[config.mk]
export PLATFORM = sky130hd
export DESIGN_NAME = tt_pingpong_rd_ctrl
export DESIGN_NICKNAME = d
export VERILOG_FILES = /design/src/rtl/tt_pingpong_rd_ctrl_pkg.sv /design/src/rtl/tt_pp_out_fifo.sv /design/src/rtl/tt_pingpong_rd_ctrl.sv
export SDC_FILE = /design/constraint.sdc
export NUM_CORES = 1
export LEC_CHECK = 0
export BUFFER_PORTS_ARGS = -buffer_cell sky130_fd_sc_hd__buf_2
export CAP_MARGIN = 0
export CORE_MARGIN = 5
export CORE_UTILIZATION = 54
export CTS_CLUSTER_SIZE = 30
export DETAILED_ROUTE_END_ITERATION = 8
export GPL_TIMING_DRIVEN = 1
export PLACE_DENSITY = 0.82
export SLEW_MARGIN = 0
export SYNTH_ARGS = -nofsm -noshare
export SYNTH_HDL_FRONTEND = slang
export SYNTH_HIERARCHICAL = 1
export SYNTH_SLANG_ARGS = --single-unit
[constraint.sdc]
create_clock -name clk -period 4.3 [get_ports clk]
set_input_delay 0.43 -clock clk [delete_from_list [all_inputs] [get_ports clk]]
set_output_delay 0.43 -clock clk [all_outputs]
set_load 0.005 [all_outputs]
[src/rtl/tt_pingpong_rd_ctrl_pkg.sv]
// Shared definitions for the ping-pong read controller: bank states, read FSM
// states and the read-latency/credit constants.
package tt_pingpong_rd_ctrl_pkg;

  typedef enum logic [1:0] {
    BANK_EMPTY = 2'd0,
    BANK_FULL  = 2'd1,
    BANK_DRAIN = 2'd2
  } bank_state_t;

  typedef enum logic {
    RD_IDLE  = 1'b0,
    RD_DRAIN = 1'b1
  } rd_fsm_t;

  localparam int PP_NBANK = 2;
  localparam int RD_LAT   = 1;
  // One read in flight per cycle of SRAM latency plus one word being consumed.
  localparam logic [1:0] CREDIT_MAX = 2'(RD_LAT + 1);

endpackage

[src/rtl/tt_pp_out_fifo.sv]
// Two-entry output FIFO holding a DATA_W payload plus its end-of-bank tag.
module tt_pp_out_fifo #(
  parameter int DATA_W = 64
) (
  input  logic              clk,
  input  logic              rst,
  input  logic              push,
  input  logic [DATA_W-1:0] push_data,
  input  logic              push_last,
  input  logic              pop,
  output logic [1:0]        count,
  output logic              vld,
  output logic [DATA_W-1:0] head_data,
  output logic              head_last
);

  logic [DATA_W:0] mem [2];
  logic            wptr;
  logic            rptr;

  always_ff @(posedge clk) begin
    if (rst) begin
      count <= 2'd0;
      wptr  <= 1'b0;
      rptr  <= 1'b0;
    end else begin
      if (push) wptr <= ~wptr;
      if (pop)  rptr <= ~rptr;
      count <= count + {1'b0, push} - {1'b0, pop};
    end
  end

  always_ff @(posedge clk) begin
    if (push) mem[wptr] <= {push_last, push_data};
  end

  assign vld       = (count != 2'd0);
  assign head_data = mem[rptr][DATA_W-1:0];
  assign head_last = mem[rptr][DATA_W];

endmodule

[src/rtl/tt_pingpong_rd_ctrl.sv]
// Ping-pong bank bookkeeping and credit-based linear drain to a valid/ready stream.
// Optional sticky overflow detection is enabled with TT_PP_OVF_CHECK_EN.
module tt_pingpong_rd_ctrl
  import tt_pingpong_rd_ctrl_pkg::*;
#(
  parameter int MEM_DEPTH  = 16,
  parameter int log2_DEPTH = 4,
  parameter int DATA_W     = 64
) (
  input  logic                  clk,
  input  logic                  rst,
  input  logic                  wr_done,
  output logic                  wr_bank,
  output logic                  wr_rdy,
  input  logic [log2_DEPTH-1:0] num_of_dat,
  output logic                  mem_rd_en,
  output logic                  mem_rbank,
  output logic [log2_DEPTH-1:0] mem_raddr,
  input  logic [DATA_W-1:0]     mem_rdata,
  output logic                  out_vld,
  input  logic                  out_rdy,
  output logic [DATA_W-1:0]     out_data,
  output logic                  out_last,
  output logic                  busy,
  output logic                  ovf_err
);

  localparam logic [log2_DEPTH-1:0] ADDR_MAX = log2_DEPTH'(MEM_DEPTH - 1);

  bank_state_t           bank_st [PP_NBANK];
  rd_fsm_t               rd_st;
  logic                  rd_bank;
  logic [log2_DEPTH-1:0] rd_addr_p0;
  logic [log2_DEPTH-1:0] len_p0;
  logic                  issue_done_p0;
  logic                  issue_p0;
  logic                  vld_p1;
  logic                  last_p1;
  logic [1:0]            fifo_cnt;
  logic                  fifo_vld;
  logic [DATA_W-1:0]     head_data;
  logic                  head_last;
  logic                  pop;
  logic [1:0]            occ;

  assign wr_rdy = (bank_st[wr_bank] == BANK_EMPTY);
  assign pop    = fifo_vld & out_rdy;
  // A pop this cycle frees a slot in time for a read issued now.
  assign occ      = fifo_cnt + {1'b0, vld_p1} - {1'b0, pop};
  assign issue_p0 = (rd_st == RD_DRAIN) && !issue_done_p0 && (occ < CREDIT_MAX);

  assign mem_rd_en = issue_p0;
  assign mem_rbank = rd_bank;
  assign mem_raddr = rd_addr_p0;

  always_ff @(posedge clk) begin
    if (rst) begin
      bank_st[0]    <= BANK_EMPTY;
      bank_st[1]    <= BANK_EMPTY;
      wr_bank       <= 1'b0;
      rd_bank       <= 1'b0;
      rd_st         <= RD_IDLE;
      rd_addr_p0    <= '0;
      issue_done_p0 <= 1'b0;
      vld_p1        <= 1'b0;
    end else begin
      vld_p1 <= issue_p0;
      if (wr_done && wr_rdy) begin
        bank_st[wr_bank] <= BANK_FULL;
        wr_bank          <= ~wr_bank;
      end
      case (rd_st)
        RD_IDLE: begin
          if (bank_st[rd_bank] == BANK_FULL) begin
            bank_st[rd_bank] <= BANK_DRAIN;
            rd_st            <= RD_DRAIN;
            rd_addr_p0       <= '0;
            issue_done_p0    <= 1'b0;
          end
        end
        RD_DRAIN: begin
          if (issue_p0) begin
            if (rd_addr_p0 == len_p0 || rd_addr_p0 == ADDR_MAX) issue_done_p0 <= 1'b1;
            else rd_addr_p0 <= rd_addr_p0 + 1'b1;
          end
          // Release is written last so it wins over any same-edge bank update.
          if (pop && head_last) begin
            bank_st[rd_bank] <= BANK_EMPTY;
            rd_bank          <= ~rd_bank;
            rd_st            <= RD_IDLE;
          end
        end
        default: rd_st <= RD_IDLE;
      endcase
    end
  end

  // Stage p0 -> p1: read issue captured with its end-of-bank tag.
  always_ff @(posedge clk) begin
    if (rd_st == RD_IDLE && bank_st[rd_bank] == BANK_FULL) len_p0 <= num_of_dat;
    last_p1 <= (rd_addr_p0 == len_p0);
  end

  tt_pp_out_fifo #(.DATA_W(DATA_W)) u_out_fifo (
    .clk       (clk),
    .rst       (rst),
    .push      (vld_p1),
    .push_data (mem_rdata),
    .push_last (last_p1),
    .pop       (pop),
    .count     (fifo_cnt),
    .vld       (fifo_vld),
    .head_data (head_data),
    .head_last (head_last)
  );

  assign out_vld  = fifo_vld;
  assign out_data = fifo_vld ? head_data : '0;
  assign out_last = fifo_vld & head_last;
  assign busy     = (bank_st[0] != BANK_EMPTY) || (bank_st[1] != BANK_EMPTY) ||
                    fifo_vld || vld_p1;

`ifdef TT_PP_OVF_CHECK_EN
  logic ovf_q;

  always_ff @(posedge clk) begin
    if (rst) ovf_q <= 1'b0;
    else if (wr_done && !wr_rdy) ovf_q <= 1'b1;
  end

  always_ff @(posedge clk) begin
    if (!rst) assert (!(wr_done && !wr_rdy))
      else $warning("wr_done received while both banks are occupied");
  end

  assign ovf_err = ovf_q;
`else
  assign ovf_err = 1'b0;
`endif

endmodule

After elaboration in Yosys (flattened, before gate mapping)
Memory sizes are Yosys's and may differ from the RTL's. A register that Yosys moved wholly into a read port is not among the register bits.
Cells that the tools add are included.
{ "totals": {"reg_bits": 18, "ramBits": 134, "elab_cells": 90, "mem_count": 2} }
{ "memory_table": {"columns": ["name", "words", "width", "read_ports", "rd_clocked_by_memory_dff", "wr", "line_no", "source"], "rows": [
  ["u_out_fifo.mem", 2, 65, 1, 1, 1, "tt_pp_out_fifo.sv:17", "logic [DATA_W:0] mem [2];"],
  ["bank_st", 2, 2, 4, 2, 2, "tt_pingpong_rd_ctrl.sv:30", "bank_state_t bank_st [PP_NBANK];"]
]} }
{ "classes": {"add_sub_neg": 3, "magnitude_cmp": 1, "eq_ne": 7, "mux": 39, "bitwise_logic": 8, "reduce_logical": 19} }
{ "ops": {"columns": ["op", "count"], "rows": [
  ["64-bit 2-to-1 mux", 1],
  ["1-bit 2-to-1 mux", 29],
  ["4-bit 2-to-1 mux", 3],
  ["4-bit case mux with 2 select lines", 1],
  ["2-bit 2-to-1 mux", 3],
  ["2-bit != test (second input constant)", 3],
  ["3-bit AND reduction", 2],
  ["2-bit nonzero test", 3],
  ["1-bit logical AND", 5],
  ["1-bit NOT", 5],
  ["4-bit by 1-bit adder with 4-bit output (second input constant)", 1],
  ["4-bit == test", 1],
  ["4-bit == test (second input constant)", 1],
  ["1-bit logical OR", 4],
  ["1-bit case mux with 2 select lines", 2],
  ["2-bit OR reduction", 2],
  ["2-bit by 1-bit adder with 2-bit output", 1],
  ["1-bit bitwise AND", 2],
  ["2-bit by 1-bit == test with 1-bit output (second input constant)", 1],
  ["2-bit logical NOT", 1],
  ["2-bit < comparator (second input constant)", 1],
  ["2-bit by 1-bit != test with 1-bit output (second input constant)", 1],
  ["2-bit AND reduction", 1],
  ["2-bit by 1-bit subtractor with 2-bit output", 1],
  ["2 further kinds", 2]
]} }

Longest topological paths before layout
Gate-level depths: netlist (run 1).
{ "depth": {"ltp_word": 10, "mapped_depth": 9} }

Modules after synthesis
Netlist (run 1), hierarchy kept.
{ "modules_own_cells": {"columns": ["mod", "n_inst", "cells_per_inst", "area_each_um2"], "rows": [
  ["tt_pp_out_fifo", 1, 222, 5108.6],
  ["tt_pingpong_rd_ctrl", 1, 166, 1342.5]
]} }

Worst setup path after synthesis (run 1)
OpenSTA, ideal clock, no wires.
{ "synth_timing": {"path_type": "flip-flop to flip-flop", "startpoint": "register vld_p1", "endpoint": "memory u_out_fifo/mem[0][0] (netlist bit) (enable)", "t_arrival_ns": 3.296, "t_required_ns": 3.804, "path_slack_ns": 0.508, "stages_incl_launch_ff": 2, "n_path_buf": 0, "synth_period_minus_slack_ns": 3.792, "cell_sequence": "dfxtp_1 nor2b_1"} }
{ "synth_via": {"elab_chain_len": 2} }
{ "synth_lines": {"columns": ["element", "line_no", "source"], "rows": [
  ["start, declared", "tt_pingpong_rd_ctrl.sv:37", "logic vld_p1;"],
  ["start signal, assigned", "tt_pingpong_rd_ctrl.sv:67", "vld_p1 <= issue_p0;"],
  ["1-bit 2-to-1 mux", "tt_pp_out_fifo.sv:34", "if (push) mem[wptr] <= {push_last, push_data};"],
  ["1-bit 2-to-1 mux (implied by the code)", "tt_pp_out_fifo.sv:34", null],
  ["end, declared", "tt_pp_out_fifo.sv:17", null]
]} }
Every way passes these cells.

Worst setup path in the final report (run 1)
{ "layout_timing": {"startpoint": "register u_out_fifo.count[1]", "endpoint": "output port mem_rd_en"} }
{ "layout_via": {"elab_chain_len": 5, "elab_cells_between_ends": 6} }
{ "layout_lines": {"columns": ["element", "line_no", "source"], "rows": [
  ["start, declared", "tt_pp_out_fifo.sv:11", "output logic [1:0] count,"],
  ["start signal, assigned", "tt_pp_out_fifo.sv:29", "count <= count + {1'b0, push} - {1'b0, pop};"],
  ["2-bit nonzero test", "tt_pp_out_fifo.sv:37", "assign vld = (count != 2'd0);"],
  ["1-bit bitwise AND", "tt_pingpong_rd_ctrl.sv:47", "assign pop = fifo_vld & out_rdy;"],
  ["named net pop", "tt_pingpong_rd_ctrl.sv:43", "logic pop;"],
  ["2-bit by 1-bit subtractor with 2-bit output", "tt_pingpong_rd_ctrl.sv:49", "assign occ = fifo_cnt + {1'b0, vld_p1} - {1'b0, pop};"],
  ["2-bit < comparator", "tt_pingpong_rd_ctrl.sv:50", "assign issue_p0 = (rd_st == RD_DRAIN) && !issue_done_p0 && (occ < CREDIT_MAX);"],
  ["1-bit logical AND", "tt_pingpong_rd_ctrl.sv:50", null],
  ["end, declared", "tt_pingpong_rd_ctrl.sv:16", "output logic mem_rd_en,"]
]} }
The timed path passes the listed nets, and every way through them passes these cells.

==> results.toml, run 1 <==
[sta]
period_needed_ps = 3410
slew_headroom = 0.226
final.setup.worst_slack_ps = 887
fin_crit_sh = 0.794
finalHoldViolCount = 0
drv_slew = 0
worstMarginPinSlew_ps = 1160
skew_ps = 11.3
fin_tns_setup_ps = 0
rsz0062_at_grt = "no"
setup_viol = 0
fmax_ghz = 0.293

[detailed_routing]
via_per_inst = 5.15
ant_nets = 0
drt_iter0_drc = 257
drtPass1Iterations = 5
remaining_drc_errors = 0
vias = 3599
routedWlPerCell_um = 17.2
drt_wl_total_um = 12000

[clock_tree]
htreeDepth = 4
cts_made_buffers = 17
clkSinkCount = 155
cts_resized = 0
cts_hold_buf = 0
path_clk_slew_ps = 50
cts_tree = "built"
cts_setup_buffers = 0
root_buffer = "clkbuf_16"
clock_latency_ps = 410
clockBufferDepth = 2

[logic_synthesis]
synth_cell_types = 35
synth_top_cell_area_share = 0.633
synth_edf_count = 136
ys.warnings.count = 6
seq_area_frac_synth = 0.692
netlist_instances = 388
synth_area_leader_cell = "edfxtp_1"
syn-num-nets = 464
synth_area_sq_mm = 0.00645
syn_area_per_cell_sq_um = 16.6
synth.most_common_cell = "edfxtp_1"
synth_common_cells = "edfxtp_1, and2_1, mux2_4"
ys_ff_latch = 155
synthArstFlopShare = 0
synthFlopType = "edfxtp_1"
ys_top_cells_by_area = "edfxtp_1, mux2_4, and2_1"

[power]
internal_power_w = 0.00333
power_w = 0.00457
ir_drop_uv = 388
p_sw_w = 0.00124
power_frac_comb = 0.265
clockPowerShare = 0.304
p_sw_frac = 0.271
p_leak_nw = 3.19
p_seq_frac = 0.430
powerDensity_mw_per_mm2 = 582

[global_route]
overflow = 0
antenna_found_initial = 0
grt_max_degree = 69
grt_use_total = 0.175
grt_pass1_wl_um = 19300
grt_pass1_vias = 3831

[placed_design]
post-place-ws_ps = 1260
place_area_sq_mm = 0.00729
port_buffers = 146
place_congestion = 0.854
dp_hpwl_um = 8050

[final_layout]
n_antenna_cell = 0
area_growth_pct = 21.7
final_util = 0.662
nets = 616
fillers = 828
finalInstanceArea_sq_mm = 0.00785
final_layout_size_suffix_gt1_frac = 0.449

[critical_path]
timing.rr.end = "mem_raddr[2]"
startpoint = "u_out_fifo/count[1]"
start_kind = "flip-flop"
crit_end = "mem_rd_en"
crit_type = "reg2out"
crit_family = "simple AND/OR/NAND/NOR gates"
crit_path_end_kind = "output pin"
cp_max_fo = 68
cp_slowest_stage_delay_ps = 790
rr_startpoint = "u_out_fifo/count[1]"
worst_path_max_delay_cell = "or2_2"
crit_buf_inv = 2
rr_worst_depth = 9
ff2ff_setup_slack_ps = 1460
critPathArrivalTime_ps = 2980
critical_path.cell_chain = "or2_2 > and2_1 > ha_1 > xor2_1 > xnor2_1 > nand3_1 > inv_1 > buf_2"
crit_cells = 8
crit_required_ps = 3870

[floorplanning]
rows = 40
io_pins = 148
die_w_um = 119
die_y_um = 119
start_util = 0.544
fp.coreArea_sq_mm = 0.0119
die-area_sq_mm = 0.0142

[run_status]
status = "finished clean"

[job]
maxCapViolations = 0

[hold_path]
hold_class = "in2reg"
-- cell families (layout without fill, tap and decap cells) --
logic type | after synthesis | after routing | share of synthesized area
xor gates and xnor gates | 11 | 11 | 0.0171
muxes | 66 | 66 | 0.145
adders and majority gates | 4 | 4 | 0.00776
buffers and inverters | 27 | 191 | 0.0237
AOI/OAI and AO/OA | 17 | 17 | 0.0194
and+or+nand+nor | 107 | 107 | 0.0946
DFF | 155 | 155 | 0.692
other | 1 | 1 | 0.000581
-- state kept, by name, indices dropped and copies added (netlist names), named ones only --
signal	flops
bank_st	4
issue_done_p0	1
last_p1	1
len_p0	4
mem_raddr	4
mem_rbank	1
rd_st	1
u_out_fifo/count	2
u_out_fifo/mem	130
u_out_fifo/rptr	1
u_out_fifo/wptr	1
vld_p1	1
wr_bank	1
-- how the worst min path moves through the flow --
| stage | from | end | slack [ps] | cells past startpoint |
|---|---|---|---|---|
| 6_report | num_of_dat[1] | len_p0[1] | 200 | 1 |
| 4_1_cts | num_of_dat[1] | len_p0[1] | 170 | 1 |
| 3_5_place_dp | last_p1 | u_out_fifo/mem[0][64] | 430 | 0 |
| 2_1_floorplan | last_p1 | u_out_fifo/mem[0][64] | 400 | 0 |
| 3_3_place_gp | last_p1 | u_out_fifo/mem[0][64] | 410 | 0 |
| 5_1_grt | num_of_dat[1] | len_p0[1] | 170 | 1 |
-- metrics by stage --
stage | instances | hold WS [ps]
after detailed placement | 668 | 425
after CTS | 699 | 175
after floorplan | 388 | 404
final | 699 | 202
after global routing | 699 | 175
after global placement | 668 | 409
-- power by group through the flow --
stage | clock network (W) | registers, W | logic [W]
after floorplan | 0 | 0.00188 | 0.000910
after global placement | 0 | 0.00199 | 0.00119
after detailed placement | 0 | 0.00200 | 0.00123
after CTS | 0.00143 | 0.00197 | 0.00123
after global routing | 0.00150 | 0.00199 | 0.00133
final | 0.00139 | 0.00197 | 0.00121
-- cells in the final DEF (no fill, tap or decap), types with 3 or more instances in the layout --
master	netlist	layout
xnor2_1	9	9
dfxtp_1	19	18
clkinvlp_4	0	3
clkinv_1	0	3
nand3_1	6	6
clkbuf_16	0	17
nand2_1	5	5
a21o_1	3	3
mux2_4	51	51
buf_2	1	146
edfxtp_1	136	136
nor2_1	15	15
inv_1	10	10
o21ai_0	4	4
nor3_1	4	4
buf_4	1	3
and2_1	67	66
nand4_1	3	3
mux2_2	15	15
ha_1	4	4
-- area by class of cell --
type                       count  area, sq um  share of cell area
clock buffer                  19          433              0.0552
sequential                   155         4470               0.569
clock inverter                12          125              0.0159
multi-input combinational    206         1840               0.235
inverter                      11         42.5             0.00542
timing repair buffer         149          753              0.0960
tap                          147          184              0.0234
-- per-layer routing --
layer | track usage | share of wire | routed length [um] | vias up
met5 | 0 | 0 | 0 | -
met4 | 0.0565 | 0.0075 | 90 | 0
met3 | 0.0527 | 0.067 | 801 | 11
met2 | 0.299 | 0.52 | 6190 | 137
met1 | 0.213 | 0.41 | 4930 | 1726
li1 | - | - | - | 1725
(Power assumes the default switching activity.)
==> run 2, diff against run 1 <==
- CORE_UTILIZATION: 54 -> 49
- PLACE_DENSITY: 0.82 -> 0.78
- clock period: 4.3 -> 2.8 ns (I/O delays scaled with it)
==> run 2 against run 1 <==
Against the previous run: clock power is 59% higher; routed wire length is 2.1% lower; non-clock buffer count is 2 higher; die area is 9.3% higher; critical endpoint unchanged; largest cell class unchanged; largest power group unchanged; highest routed layer unchanged.
==> results.toml, run 2 (synthesized netlist as in run 1, its figures left out) <==
[power]
powerDensity_mw_per_mm2 = 897
internal_power_w = 0.00521
power_frac_comb = 0.287
power_w = 0.00712
p_leak_nw = 3.22
p_seq_frac = 0.402
ir_drop_uv = 650
p_sw_frac = 0.268
p_sw_w = 0.00191
clockPowerShare = 0.311

[global_route]
grt_use_total = 0.157
antenna_found_initial = 0
overflow = 0
grt_pass1_vias = 3825
grt_max_degree = 68
grt_pass1_wl_um = 19200

[floorplanning]
io_pins = 148
die_y_um = 125
start_util = 0.493
fp.coreArea_sq_mm = 0.0131
rows = 42
die-area_sq_mm = 0.0156
die_w_um = 125

[sta]
setup_viol = 0
slew_headroom = 0.374
drv_slew = 0
period_needed_ps = 2600
skew_ps = 5.31
worstMarginPinSlew_ps = 938
rsz0062_at_grt = "no"
fin_crit_sh = 0.929
fmax_ghz = 0.384
fin_tns_setup_ps = 0
finalHoldViolCount = 0

[clock_tree]
root_buffer = "clkbuf_16"
htreeDepth = 4
clock_latency_ps = 410
clockBufferDepth = 2
cts_made_buffers = 17
path_clk_slew_ps = 60
clkSinkCount = 155
cts_tree = "built"

[detailed_routing]
routedWlPerCell_um = 16.1
vias = 3662
drtPass1Iterations = 4
drt_iter0_drc = 171
via_per_inst = 5.01
drt_wl_total_um = 11800
remaining_drc_errors = 0
ant_nets = 0

[final_layout]
finalInstanceArea_sq_mm = 0.00794
final_layout_size_suffix_gt1_frac = 0.454
final_common_cell = "buf_2"
fillers = 1004
n_antenna_cell = 0
nets = 618
largest_reg_flops = 130
most-common-layout-cells = "buf_2, edfxtp_1, and2_1"
fin_cells = 731
area_growth_pct = 23.1
top_register = "u_out_fifo/mem"

[critical_path]
cp_slowest_stage_delay_ps = 340
rr_worst_depth = 9
cp_max_fo = 4
crit_family = "simple AND/OR/NAND/NOR gates"
crit_path_end_kind = "output pin"
crit_required_ps = 2520
critical_path.cell_chain = "or2_2 > and2_1 > ha_1 > xor2_1 > xnor2_2 > nand3_1 > inv_1 > buf_2"
crit_cells = 8
start_kind = "flip-flop"
worst_path_max_delay_cell = "dfxtp_1"
crit_buf_inv = 2
critPathArrivalTime_ps = 2320
crit_type = "reg2out"

[placed_design]
place_area_sq_mm = 0.00736
dp_hpwl_um = 7880
port_buffers = 146
placed_cells = 699
place_congestion = 0.880

[hold_path]
holdPathStages = 1
hold_class = "in2reg"

[run_status]
status = "finished clean"

[job]
maxCapViolations = 0
==> run 2: cell types whose count changed in the layout (fill, tap and decap cells not counted), sizes merged <==
cell    change
buf         +2
clkinv      +2
bufinv      +1
clkbuf      -2
==> run 2: path summary, 6_finish.rpt <==
| check | slack [ps] | startpoint | end |
|---|---|---|---|
| min | 50 | num_of_dat[3] | len_p0[3] |
| min reg2reg | 430 | last_p1 | u_out_fifo/mem[0][64] |
| max | 200 | u_out_fifo/count[1] | mem_rd_en |
| max reg2reg | 580 | u_out_fifo/count[1] | mem_raddr[2] |
==> run 2: through the flow <==
stage | setup WS, ps | hold WS, ps | utilization
6_report | 198 | 48.2 | 0.607
5_1_grt | 27.4 | 19.9 | 0.607
3_5_place_dp | 599 | 419 | 0.562
4_1_cts | 124 | 24.1 | 0.607
3_3_place_gp | 670 | 415 | 0.562
2_1_floorplan | 243 | 352 | -
==> run 2: per-layer routing <==
layer | track usage | vias to the layer above | part of all wire
li1 | - | 1726 | -
met1 | 0.184 | 1797 | 0.41
met2 | 0.265 | 121 | 0.51
met3 | 0.0532 | 18 | 0.063
met4 | 0.0664 | 0 | 0.017
met5 | 0 | - | 0
==> run 2: what timing repair did <==
| action | in CTS | in global routing |
|---|---|---|
| gates resized for setup | 0 | 1 |
| hold buffers | 0 | 0 |
| endpoints found under the setup margin | 0 | 1 |
| setup buffers | 0 | 0 |
==> run 2: power groups by stage <==
stage,Sequential [W],Clock (W),Combinational (W)
2_1_floorplan,0.00288,0,0.00140
3_3_place_gp,0.00290,0,0.00203
3_5_place_dp,0.00291,0,0.00207
4_1_cts,0.00286,0.00228,0.00208
5_1_grt,0.00288,0.00239,0.00225
6_report,0.00286,0.00221,0.00205
==> run 2: area by class of cell <==
type / count / area [sq um] / area share
sequential: 155 / 4470 / 0.562
multi-input combinational: 206 / 1850 / 0.233
timing repair buffer: 151 / 781 / 0.0983
clock buffer: 17 / 425 / 0.0536
tap: 176 / 220 / 0.0277
clock inverter: 15 / 155 / 0.0195
inverter: 11 / 42.5 / 0.00536
==> run 2: worst reg2reg max path, stage by stage (launching register included) <==
cell and delay (ps):
dfxtp_1 340, or2_2 320, and2_1 200, ha_1 200, xor2_1 260, xnor2_2 180
nand3_1 150, inv_1 140, nand4_1 110, o21ai_0 240
